## src/rtl/fp_issue_ctrl.sv

```systemverilog
// Floating-point issue controller: sequences one FP instruction at a time between the
// decoder and the FPU, times register moves, and retires it with a single writeback.
module fp_issue_ctrl #(
  parameter int unsigned FLEN     = 32,
  parameter int unsigned MOVE_LAT = 2,
  parameter int unsigned TIMEOUT  = 64
) (
  input  logic            clk_i,
  input  logic            rst_ni,
  input  logic            dec_valid_i,
  output logic            dec_ready_o,
  input  logic            dec_fpu_i,
  input  logic            dec_move_i,
  input  logic            dec_illegal_i,
  input  logic            dec_fp_wr_i,
  input  logic            dec_int_wr_i,
  input  logic [4:0]      dec_waddr_i,
  input  logic [FLEN-1:0] move_data_i,
  output logic            fpu_in_valid_o,
  input  logic            fpu_in_ready_i,
  input  logic            fpu_out_valid_i,
  output logic            fpu_out_ready_o,
  input  logic [FLEN-1:0] fpu_result_i,
  input  logic [4:0]      fpu_status_i,
  output logic            fpu_flush_o,
  input  logic            flush_i,
  input  logic            fflags_clr_i,
  output logic            fp_we_o,
  output logic            int_we_o,
  output logic [4:0]      waddr_o,
  output logic [FLEN-1:0] wdata_o,
  output logic [4:0]      fflags_o,
  output logic            illegal_o,
  output logic            timeout_o,
  output logic            busy_o
);

  localparam int unsigned MvW = (MOVE_LAT > 1) ? $clog2(MOVE_LAT) : 1;
  localparam int unsigned ToW = $clog2(TIMEOUT);
  localparam logic [MvW-1:0] MvLast = MvW'(MOVE_LAT - 1);
  localparam logic [ToW-1:0] ToLast = ToW'(TIMEOUT - 1);

  typedef enum logic [2:0] {StIdle, StIssue, StWait, StMove, StWb} state_e;

  state_e state_q, state_d;

  logic            fpu_in_valid_q;
  logic            illegal_q, fp_wr_q, int_wr_q;
  logic [4:0]      waddr_q;
  logic [FLEN-1:0] res_q;
  logic [4:0]      status_q;
  logic            wr_en_q, acc_q;
  logic [MvW-1:0]  mv_cnt_q;
  logic [ToW-1:0]  to_cnt_q;
  logic [4:0]      fflags_q, fflags_d;
  logic            timeout_q;
  logic [4:0]      last_waddr_q;
  logic [FLEN-1:0] last_wdata_q;

  logic accept, in_hs, wait_done, wait_to, move_done, wb_live, wb_write;

  assign accept    = (state_q == StIdle) && dec_valid_i;
  assign in_hs     = (state_q == StIssue) && fpu_in_valid_q && fpu_in_ready_i;
  assign wait_done = (state_q == StWait) && fpu_out_valid_i;
  assign wait_to   = (state_q == StWait) && !fpu_out_valid_i && (to_cnt_q == ToLast);
  assign move_done = (state_q == StMove) && (mv_cnt_q == MvLast);
  assign wb_live   = (state_q == StWb) && !flush_i;
  assign wb_write  = wb_live && wr_en_q && (fp_wr_q || int_wr_q);

  always_ff @(posedge clk_i or negedge rst_ni) begin
    if (!rst_ni) begin
      state_q <= StIdle;
    end else begin
      state_q <= state_d;
    end
  end

  always_comb begin
    state_d = state_q;
    unique case (state_q)
      StIdle: begin
        if (dec_valid_i) begin
          if (dec_illegal_i)   state_d = StWb;
          else if (dec_fpu_i)  state_d = StIssue;
          else if (dec_move_i) state_d = StMove;
          else                 state_d = StWb;
        end
      end
      StIssue: if (in_hs) state_d = StWait;
      StWait:  if (wait_done || wait_to) state_d = StWb;
      StMove:  if (move_done) state_d = StWb;
      StWb:    state_d = StIdle;
      default: state_d = StIdle;
    endcase
    // A core flush abandons whatever is in progress, including a pending writeback.
    if (flush_i && (state_q != StIdle)) state_d = StIdle;
  end

  always_comb begin
    fflags_d = fflags_clr_i ? 5'd0 : fflags_q;
    if (wb_live && acc_q) fflags_d = fflags_d | status_q;
  end

  always_ff @(posedge clk_i or negedge rst_ni) begin
    if (!rst_ni) begin
      fpu_in_valid_q <= 1'b0;
      illegal_q      <= 1'b0;
      fp_wr_q        <= 1'b0;
      int_wr_q       <= 1'b0;
      waddr_q        <= '0;
      res_q          <= '0;
      status_q       <= '0;
      wr_en_q        <= 1'b0;
      acc_q          <= 1'b0;
      mv_cnt_q       <= '0;
      to_cnt_q       <= '0;
      fflags_q       <= '0;
      timeout_q      <= 1'b0;
      last_waddr_q   <= '0;
      last_wdata_q   <= '0;
    end else begin
      fpu_in_valid_q <= (state_d == StIssue);
      fflags_q       <= fflags_d;
      if (accept) begin
        illegal_q <= dec_illegal_i;
        fp_wr_q   <= dec_fp_wr_i;
        int_wr_q  <= dec_int_wr_i;
        waddr_q   <= dec_waddr_i;
        wr_en_q   <= 1'b0;
        acc_q     <= 1'b0;
        mv_cnt_q  <= '0;
      end
      if (state_q == StMove) mv_cnt_q <= mv_cnt_q + MvW'(1);
      if (in_hs) begin
        to_cnt_q <= '0;
      end else if (state_q == StWait) begin
        to_cnt_q <= to_cnt_q + ToW'(1);
      end
      if (wait_done) begin
        res_q    <= fpu_result_i;
        status_q <= fpu_status_i;
        wr_en_q  <= 1'b1;
        acc_q    <= 1'b1;
      end
      if (move_done) begin
        res_q   <= move_data_i;
        wr_en_q <= 1'b1;
      end
      if (wait_to && !flush_i) timeout_q <= 1'b1;
      if (wb_write) begin
        last_waddr_q <= waddr_q;
        last_wdata_q <= res_q;
      end
    end
  end

  always_comb begin
    dec_ready_o     = wb_live;
    illegal_o       = wb_live && illegal_q;
    int_we_o        = wb_write && int_wr_q;
    fp_we_o         = wb_write && fp_wr_q && !int_wr_q;
    // Write port shows the last committed value whenever no write is happening.
    waddr_o         = wb_write ? waddr_q : last_waddr_q;
    wdata_o         = wb_write ? res_q : last_wdata_q;
    fpu_in_valid_o  = fpu_in_valid_q;
    fpu_out_ready_o = (state_q == StWait);
    fpu_flush_o     = wait_to ||
                      (flush_i && ((state_q == StIssue) || (state_q == StWait)));
    busy_o          = (state_q != StIdle);
    fflags_o        = fflags_q;
    timeout_o       = timeout_q;
  end

endmodule
```

## config.mk

```make
export PLATFORM = sky130hd
export DESIGN_NAME = fp_issue_ctrl
export DESIGN_NICKNAME = d
export VERILOG_FILES = /design/src/rtl/fp_issue_ctrl.sv
export SDC_FILE = /design/constraint.sdc
export NUM_CORES = 1
export LEC_CHECK = 0
export CORE_ASPECT_RATIO = 1.5
export CORE_UTILIZATION = 35
export CTS_BUF_LIST = sky130_fd_sc_hd__clkbuf_16
export DETAILED_ROUTE_END_ITERATION = 7
export HOLD_SLACK_MARGIN = 0.12
export PLACE_DENSITY = 0.64
export SLEW_MARGIN = 20
export SYNTH_ARGS = -nofsm -noshare
export SYNTH_HDL_FRONTEND = slang
export SYNTH_SLANG_ARGS = --single-unit
```

## constraint.sdc

```tcl
create_clock -name clk_i -period 4.5 [get_ports clk_i]
set_input_delay 0.675 -clock clk_i [delete_from_list [all_inputs] [get_ports clk_i]]
set_output_delay 0.675 -clock clk_i [all_outputs]
set_load 0.02 [all_outputs]
```

==> impl_metrics.csv, run 1 <==
group,metric,value,unit
outcome,status,"finished, final reports clean",
setup_path,regToRegSetupSlack,2110,ps
floorplan,placementRows,50,
placement,io_buffers,136,
layout,final_core_util,50.0,%
synthesis,syn_area_per_cell,12.2,um^2
global_routing,grt_overflow,0,
clocking,cts.clk_slew.worst_paths,70,ps
setup_path,r2r_end,"status_q[0]",
setup_path,crit_arrival,3360,ps
timing,hold_slack,430,ps
timing,period_share,89.6,%
layout,final.fill_count,1117,
global_routing,grt_max_degree,69,
pwr,vdd_ir_drop_max,0.291,mV
layout,n_antenna_cell,0,
floorplan,pin_count,137,
timing,hold_violations,0,
routing,ant_nets,0,
clocking,clkSinkCount,101,
pwr,switchingPower,1.22,mW
floorplan,initial_core_util,35.8,%
setup_path,reg2reg_from,"state_q[1]",
timing,maxSlewHeadroom,42.1,%
layout,area_growth,39.7,%
clocking,cts_resized,0,
synthesis,syn_nets,452,
pwr,clkPwrFrac,21.2,%
pwr,power_frac_seq,40.6,%
pwr,finalPower,3.82,mW
timing,fmax,0.248,GHz
setup_path,required,3830,ps
synthesis,synth_seq_cells,101,
setup_path,worstPathMaxFanout,20,
synthesis,netlist_area,0.00446,mm^2
clocking,clk_latency,330,ps
routing,post_drt_wl_per_cell,15.6,um
timing,worst_pin_slew,865,ps
routing,route.detailed.drc,0,
synthesis,synthCells,365,
setup_path,r2r.worst_path.cells,5,
synthesis,ys_warn_count,0,
synthesis,seq_area_frac_synth,56.7,%
global_routing,grt_pass1_vias,3234,
timing,final.setup.tns,0,ps
timing,fin_skew,8.01,ps
timing,rsz0062_at_grt,"no",
floorplan,coreArea,0.0124,mm^2
global_routing,grt_use_total,16.2,%
routing,dr.first_iter.drc_count,85,
clocking,cts_max_level,3,
job,cap_violations,0,
routing,vias,3147,
synthesis,synth_cell_types,36,
floorplan,die-area,0.0132,mm^2
placement,placed_area,0.00591,mm^2
placement,hpwl,7460,um
pwr,leakage,2.79,nW
routing,vias_per_cell,4.78,
timing,slew_violations,0,
layout,register_area,0.00253,mm^2
layout,fin_nets,585,
setup_path,critPathKind,"input port to primary output",
clocking,cts_tree,"done",
pwr,sw_frac_of_total,31.8,%
clocking,root_buffer,"clkbuf_16",
pwr,combPwrFrac,38.2,%
floorplan,die_h,140,um
global_routing,antenna_found_initial,0,
layout,multi_input_area,0.00176,mm^2
timing,setup_viol,0,
setup_path,end_kind,"primary output",
timing,period_minus_slack,4030,ps
clocking,holdBufCountCts,0,
min_path,min_path_type,"input port to async pin",
layout,design_area,0.00622,mm^2
pwr,p_int,2.61,mW
clocking,cts_buffer_depth,2,
setup_path,cp-start-kind,"input port",
global_routing,grt_pass1_wl,16200,um
routing,wl,10300,um
placement,gp_congestion,0.766,
layout,drive_gt1_share,13.5,%
clocking,cts_buffers,9,
clocking,cts_setup_buffers,0,
pwr,power_density,614,mW/mm^2
routing,first_pass_iters,4,
floorplan,die_w,94.1,um
## logic make-up after synthesis
logic type               share of synthesized area, %
buffers and inverters                            3.85
AO/OA/AOI/OAI                                    6.51
adder cells (fa/ha/maj)                         0.281
AND/OR/NAND/NOR                                  10.9
XOR/XNOR                                         1.18
multiplexers                                     20.6
flip-flops                                       56.7
## through the flow
step                      std cells  setup WS, ps
after global routing            658           385
after global placement          643           547
after CTS                       658           468
after floorplan                 365          1880
final                           658           468
after detailed placement        643           478
## power by group through the flow
stage	sequential, mW	clock, mW	combinational, mW
after floorplan	1.48	0	0.935
after global placement	1.56	0	1.43
after detailed placement	1.57	0	1.47
after CTS	1.56	0.845	1.48
after global routing	1.60	0.880	1.57
final	1.55	0.812	1.46
## how the worst max path moves through the flow
stage / end / cells past startpoint / startpoint
CTS: wdata_o[10] / 6 / flush_i
detailed placement: wdata_o[10] / 6 / flush_i
global route: wdata_o[10] / 6 / flush_i
finish: wdata_o[10] / 6 / flush_i
floorplan: wdata_o[10] / 4 / flush_i
global placement: wdata_o[16] / 6 / flush_i
## routing by layer
| metal | routed length (um) | GRT usage, % |
|---|---|---|
| met4 | 314 | 7.04 |
| met1 | 4170 | 19.2 |
| met3 | 429 | 3.69 |
| met5 | 0 | 0 |
| met2 | 5380 | 27.6 |
## synthesized netlist by cell type
| cell | number | area [um^2] |
|---|---|---|
| xor2_1 | 5 | 43.8 |
| and3_1 | 5 | 31.3 |
| a32oi_1 | 1 | 8.76 |
| buf_2 | 2 | 10.0 |
| clkbuf_1 | 7 | 26.3 |
| buf_6 | 8 | 90.1 |
| and4b_1 | 1 | 10.0 |
| o211ai_4 | 1 | 21.3 |
| nor3_1 | 1 | 5.00 |
| o21ai_0 | 7 | 35.0 |
| nor2b_1 | 4 | 25.0 |
| mux2_2 | 12 | 135 |
| mux2_4 | 30 | 450 |
| o21bai_1 | 1 | 7.51 |
| a21oi_1 | 34 | 170 |
| xnor2_1 | 1 | 8.76 |
| nand3_1 | 4 | 20.0 |
| ha_1 | 1 | 12.5 |
| o22ai_1 | 1 | 6.26 |
| nor4b_4 | 1 | 23.8 |
| nor3b_1 | 1 | 7.51 |
| mux2i_1 | 33 | 330 |
| nand3b_1 | 3 | 22.5 |
| dfrtp_1 | 101 | 2530 |
| nand4_1 | 2 | 12.5 |
| a21o_1 | 1 | 7.51 |
| or2_2 | 1 | 6.26 |
| and3b_1 | 1 | 8.76 |
| inv_1 | 8 | 30.0 |
| nand2_1 | 37 | 139 |
| a211oi_1 | 1 | 7.51 |
| buf_4 | 2 | 15.0 |
| nor2_1 | 40 | 150 |
| a221oi_1 | 2 | 17.5 |
| and2_1 | 4 | 25.0 |
| a211o_1 | 1 | 8.76 |
## cells in the final DEF (no fill, tap or decap), types with 8 or more instances in the layout
master	count
dfrtp_1	101
mux2_2	12
a21oi_1	34
mux2_4	30
nor2_1	40
clkdlybuf4s50_1	135
nand2_1	37
mux2i_1	33
inv_1	8
clkbuf_16	9
## cell type report
cell class,instances,area share (%)
Inverter,8,0.482
Multi-Input combinational cell,237,28.3
Timing Repair Buffer,141,22.4
Tap cell,156,3.14
Clock buffer,9,3.62
Clock inverter,6,1.39
Sequential cell,101,40.6
## critical path, cell delays in order
cell and delay, ps:
clkdlybuf4s50_1 550, nor4b_4 440, o211ai_4 390, buf_4 380, mux2_4 340, clkdlybuf4s50_1 550
## sequential cells by signal, indices dropped and copies added, names as in the netlist
name,cells
acc_q,1
fflags_o,5
fp_wr_q,1
fpu_in_valid_o,1
illegal_q,1
int_wr_q,1
last_waddr_q,5
last_wdata_q,32
mv_cnt_q,1
res_q,32
state_q,3
status_q,5
timeout_o,1
to_cnt_q,6
waddr_q,5
wr_en_q,1
Note: power is estimated with default switching activity, not from simulation.
==> run 2, diff against run 1 <==
--- a/config.mk
+++ b/config.mk
@@ -6,6 +6,7 @@
 export NUM_CORES = 1
 export LEC_CHECK = 0
 export CORE_ASPECT_RATIO = 1.5
+export CORE_MARGIN = 2
 export CORE_UTILIZATION = 35
 export CTS_BUF_LIST = sky130_fd_sc_hd__clkbuf_16
 export DETAILED_ROUTE_END_ITERATION = 7
==> run 2 against run 1 <==
Effect of this change:
- via count increased by 0.57%
- combinational power is essentially flat
- largest power group unchanged
- highest routed layer unchanged
- worst setup slack improved by 87 ps
- non-clock buffer count rose by 1
- register-to-register slack better by 210 ps
- first-iteration DRC count shrank 25%
==> impl_metrics.csv, run 2 (synthesis gave the netlist of run 1 again) <==
group,metric,value,unit
layout,fin_nets,586,
clocking,cts_tree,"done",
routing,vias_per_cell,4.80,
clocking,cts_max_level,3,
timing,hold_violations,0,
job,cap_violations,0,
setup_path,worstPathMaxFanout,20,
clocking,cts_resized,0,
clocking,cts.clk_slew.worst_paths,70,ps
routing,wl,10800,um
floorplan,die_w,96.1,um
global_routing,grt_pass1_wl,16900,um
clocking,cts_buffer_depth,2,
layout,drive_gt1_share,13.7,%
timing,final.setup.tns,0,ps
floorplan,pin_count,137,
timing,fmax,0.254,GHz
timing,period_share,87.7,%
routing,route.detailed.drc,0,
setup_path,crit_arrival,3270,ps
setup_path,cp-start-kind,"input port",
placement,io_buffers,136,
pwr,power_density,616,mW/mm^2
clocking,holdBufCountCts,0,
timing,slew_violations,0,
floorplan,coreArea,0.0124,mm^2
floorplan,die-area,0.0137,mm^2
floorplan,initial_core_util,35.8,%
routing,first_pass_iters,4,
outcome,status,"finished, final reports clean",
floorplan,die_h,142,um
timing,worst_pin_slew,841,ps
layout,multi_input_area,0.00176,mm^2
layout,register_area,0.00253,mm^2
placement,hpwl,7930,um
clocking,cts_buffers,9,
global_routing,antenna_found_initial,0,
timing,fin_skew,7.63,ps
layout,final_common_cell,"clkdlybuf4s50_1",
setup_path,required,3830,ps
pwr,vdd_ir_drop_max,0.267,mV
setup_path,reg2reg_from,"state_q[1]",
routing,post_drt_wl_per_cell,16.4,um
setup_path,r2r.worst_path.cells,4,
timing,setup_viol,0,
pwr,leakage,2.80,nW
routing,vias,3165,
routing,ant_nets,0,
global_routing,grt_pass1_vias,3234,
clocking,clk_latency,340,ps
layout,final_cell_mix,"clkdlybuf4s50_1, dfrtp_1, nor2_1, nand2_1, a21oi_1",
timing,period_minus_slack,3940,ps
layout,reg_top3,"last_wdata_q x32, res_q x32, to_cnt_q x6",
global_routing,grt_overflow,0,
floorplan,placementRows,50,
clocking,cts_setup_buffers,0,
setup_path,r2r_end,"last_wdata_q[9]",
global_routing,grt_use_total,16.4,%
placement,gp_congestion,0.831,
global_routing,grt_max_degree,67,
setup_path,critPathKind,"input port to primary output",
setup_path,end_kind,"primary output",
min_path,min_path_type,"input port to async pin",
setup_path,regToRegSetupSlack,2320,ps
timing,rsz0062_at_grt,"no",
routing,dr.first_iter.drc_count,64,
layout,final.fill_count,1109,
clocking,clkSinkCount,101,
layout,n_antenna_cell,0,
clocking,root_buffer,"clkbuf_16",
pwr,finalPower,3.85,mW
timing,maxSlewHeadroom,43.9,%
layout,area_growth,40.4,%
run 2: layer usage:
metal / part of all wire, % / routed length [um] / track usage (%) / vias to the layer above
met2: 54 / 5830 / 28.0 / 84
met5: 0 / 0 / 0 / -
met3: 5.5 / 590 / 4.29 / 16
li1: - / - / - / 1524
met4: 2.4 / 255 / 7.07 / 0
met1: 38 / 4150 / 19.0 / 1541
run 2: layout make-up:
cell class / count / share of cell area, %
multi-input combinational: 237 / 28.2
clock buffer: 9 / 3.60
sequential: 101 / 40.4
timing repair buffer: 142 / 22.6
tap: 156 / 3.12
inverter: 8 / 0.480
clock inverter: 7 / 1.56
run 2: power by group:
| part | switching [mW] | internal, mW |
|---|---|---|
| registers | 0.230 | 1.32 |
| logic | 0.658 | 0.806 |
| clock network | 0.349 | 0.491 |
| total | 1.24 | 2.62 |
run 2: how the worst max path moves through the flow:
stage	from	endpoint	depth (start not counted)
global placement	flush_i	wdata_o[6]	6
finish	flush_i	wdata_o[6]	6
CTS	flush_i	wdata_o[5]	6
detailed placement	flush_i	wdata_o[5]	6
global route	flush_i	wdata_o[5]	6
floorplan	flush_i	wdata_o[10]	4
run 2: metrics by stage:
stage | worst slack [ps] | std cells | cell area [um^2] | utilization [%] | hold WS, ps
floorplan | 1880 | 365 | 4460 | - | 379
global placement | 635 | 644 | 5930 | 47.7 | 451
detailed placement | 562 | 644 | 5930 | 47.7 | 460
CTS | 548 | 660 | 6260 | 50.3 | 474
global route | 397 | 660 | 6260 | 50.3 | 495
finish | 556 | 660 | 6260 | 50.3 | 436
run 2: critical path, stage by stage:
cell             delay [ps]
clkdlybuf4s50_1         550
nor4b_4                 470
o211ai_4                380
buf_12                  300
mux2_4                  320
clkdlybuf4s50_1         570
==> run 3, diff against run 2 <==
--- a/config.mk
+++ b/config.mk
@@ -11,7 +11,7 @@
 export CTS_BUF_LIST = sky130_fd_sc_hd__clkbuf_16
 export DETAILED_ROUTE_END_ITERATION = 7
 export HOLD_SLACK_MARGIN = 0.12
-export PLACE_DENSITY = 0.64
+export PLACE_DENSITY = 0.68
 export SLEW_MARGIN = 20
 export SYNTH_ARGS = -nofsm -noshare
 export SYNTH_HDL_FRONTEND = slang
==> run 3 against run 2 <==
Effect of this change:
- flip-flop and latch count unchanged
- total power down 2.9%
- largest power group unchanged
- via count up 0.19%
- critical path depth unchanged
- core utilization down 0.43 points
- hold slack better by 36 ps
- clock power down 13%
- first-iteration DRC count up 42%
- highest routed layer unchanged
- fmax down 0.49%
- clock skew up 0.66 ps
==> impl_metrics.csv, run 3 (synthesis gave the netlist of run 1 again) <==
group,metric,value,unit
outcome,status,"finished, final reports clean",
placement,io_buffers,136,
floorplan,pin_count,137,
timing,rsz0062_at_grt,"no",
layout,final.fill_count,1128,
floorplan,die-area,0.0137,mm^2
timing,period_share,88.1,%
routing,post_drt_wl_per_cell,15.9,um
setup_path,end_kind,"primary output",
clocking,clk_latency,340,ps
layout,final_core_util,49.8,%
setup_path,cpMaxStageDelayCell,"clkdlybuf4s50_1",
routing,vias,3171,
min_path,min_path_type,"flip-flop to flip-flop",
pwr,vdd_ir_drop_max,0.256,mV
routing,top_layer,"met4",
clocking,clkSinkCount,101,
clocking,cts_tree,"done",
floorplan,die_w,96.1,um
layout,area_growth,39.2,%
floorplan,initial_core_util,35.8,%
setup_path,r2r.worst_path.cells,4,
layout,instances_no_fill,659,
clocking,cts_setup_buffers,0,
setup_path,regToRegSetupSlack,1800,ps
placement,placed_area,0.00593,mm^2
placement,hpwl,7630,um
timing,worst_pin_slew,940,ps
routing,first_pass_iters,4,
job,cap_violations,0,
setup_path,worstPathBufferInverterCount,3,
pwr,sw_frac_of_total,33.1,%
pwr,clkPwrFrac,19.4,%
setup_path,max_stage_delay,550,ps
layout,n_antenna_cell,0,
clocking,cts_buffers,9,
routing,wl,10500,um
setup_path,reg2reg_from,"state_q[1]",
global_routing,grt_pass1_wl,16800,um
floorplan,die_h,142,um
pwr,leakage,2.77,nW
floorplan,coreArea,0.0124,mm^2
pwr,power_frac_seq,41.6,%
routing,ant_nets,0,
layout,final_common_cell,"clkdlybuf4s50_1",
placement,gp_congestion,0.776,
timing,final.setup.tns,0,ps
pwr,power_density,603,mW/mm^2
layout,design_area,0.00620,mm^2
setup_path,crit_arrival,3290,ps
setup_path,cp-start-kind,"input port",
global_routing,antenna_found_initial,0,
clocking,root_buffer,"clkbuf_16",
pwr,p_int,2.50,mW
timing,hold_slack,473,ps
setup_path,worstPathMaxFanout,20,
floorplan,placementRows,50,
clocking,cts_max_level,3,
layout,reg_top3,"last_wdata_q x32, res_q x32, to_cnt_q x6",
global_routing,grt_overflow,0,
global_routing,grt_pass1_vias,3376,
timing,period_minus_slack,3960,ps
min_path,min_to,"waddr_q[1]",
layout,drive_gt1_share,13.5,%
layout,final_cell_mix,"clkdlybuf4s50_1, dfrtp_1, nor2_1, nand2_1, a21oi_1",
routing,wl_met2,5310,um
min_path,hp-start,"waddr_q[1]",
routing,route.detailed.drc,0,
clocking,cts.clk_slew.worst_paths,70,ps
timing,setup_viol,0,
timing,fmax,0.252,GHz
placement,placedCellCount,643,
global_routing,grt_max_degree,75,
setup_path,r2r_end,"status_q[2]",
setup_path,required,3830,ps
clocking,cts_buffer_depth,2,
global_routing,grt_use_total,16.2,%
pwr,switchingPower,1.24,mW
layout,fin_nets,585,
routing,route.met3.wl,648,um
setup_path,critPathKind,"input port to primary output",
min_path,holdPathStages,2,
timing,fin_skew,8.29,ps
pwr,combPwrFrac,39.0,%
timing,hold_violations,0,
clocking,holdBufCountCts,0,
routing,dr.first_iter.drc_count,91,
routing,vias_per_cell,4.81,
clocking,cts_resized,0,
setup_path,cpMostUsedCell,"clkdlybuf4s50_1",
timing,slew_violations,0,
setup_path,crit_family,"buffers and inverters",
routing,drt-met1-wl,4090,um
setup_path,crit_chain,"clkdlybuf4s50_1 > nor4b_4 > o211ai_4 > buf_12 > mux2_4 > clkdlybuf4s50_1",
timing,maxSlewHeadroom,37.3,%
[run 3: cell types whose count changed in the layout (fill, tap and decap cells not counted)]
| cell | previous run | this run |
|---|---|---|
| inv_6 | 2 | 1 |
| clkinv_2 | 0 | 1 |
| inv_8 | 0 | 1 |
| clkinv_1 | 1 | 0 |
| clkinvlp_4 | 1 | 3 |
| buf_4 | 6 | 5 |
| bufinv_16 | 2 | 0 |
| clkinv_4 | 1 | 0 |
| inv_1 | 8 | 9 |
[run 3: area by class of cell]
cell class | count | area [um^2] | area share [%]
clock buffer | 9 | 225 | 3.63
clock inverter | 7 | 51.3 | 0.827
inverter | 8 | 30.0 | 0.484
multi-input combinational | 237 | 1760 | 28.4
sequential | 101 | 2530 | 40.8
tap | 156 | 195 | 3.15
timing repair buffer | 141 | 1410 | 22.7
[run 3: metal layers]
layer	vias up	GRT usage, %
met2	99	26.1
met3	27	4.40
met4	0	8.50
met5	-	0
li1	1515	-
met1	1530	19.5
[run 3: per-stage QoR]
step	worst slack (ps)	power, mW
floorplan	1880	2.42
global placement	618	2.99
detailed placement	513	3.05
CTS	512	3.80
global route	360	3.98
finish	536	3.74
[run 3: worst min-delay path, cell delays in order, from the launching register on]
cell	delay, ps
dfrtp_1	340
nand2_1	50
nand2_1	50
[run 3: worst max-delay path by stage]
stage | cells past startpoint | start | end | slack [ps]
finish | 6 | flush_i | wdata_o[7] | 540
global route | 6 | flush_i | wdata_o[16] | 360
CTS | 6 | flush_i | wdata_o[7] | 510
detailed placement | 6 | flush_i | wdata_o[7] | 510
global placement | 6 | flush_i | wdata_o[9] | 620
floorplan | 4 | flush_i | wdata_o[10] | 1880
[run 3: power by group through the flow]
stage          combinational [mW]  clock [mW]  sequential [mW]
5_1_grt                      1.58       0.790             1.61
4_1_cts                      1.48       0.755             1.56
6_report                     1.46       0.728             1.55
3_5_place_dp                 1.48           0             1.57
3_3_place_gp                 1.44           0             1.55
2_1_floorplan               0.935           0             1.48
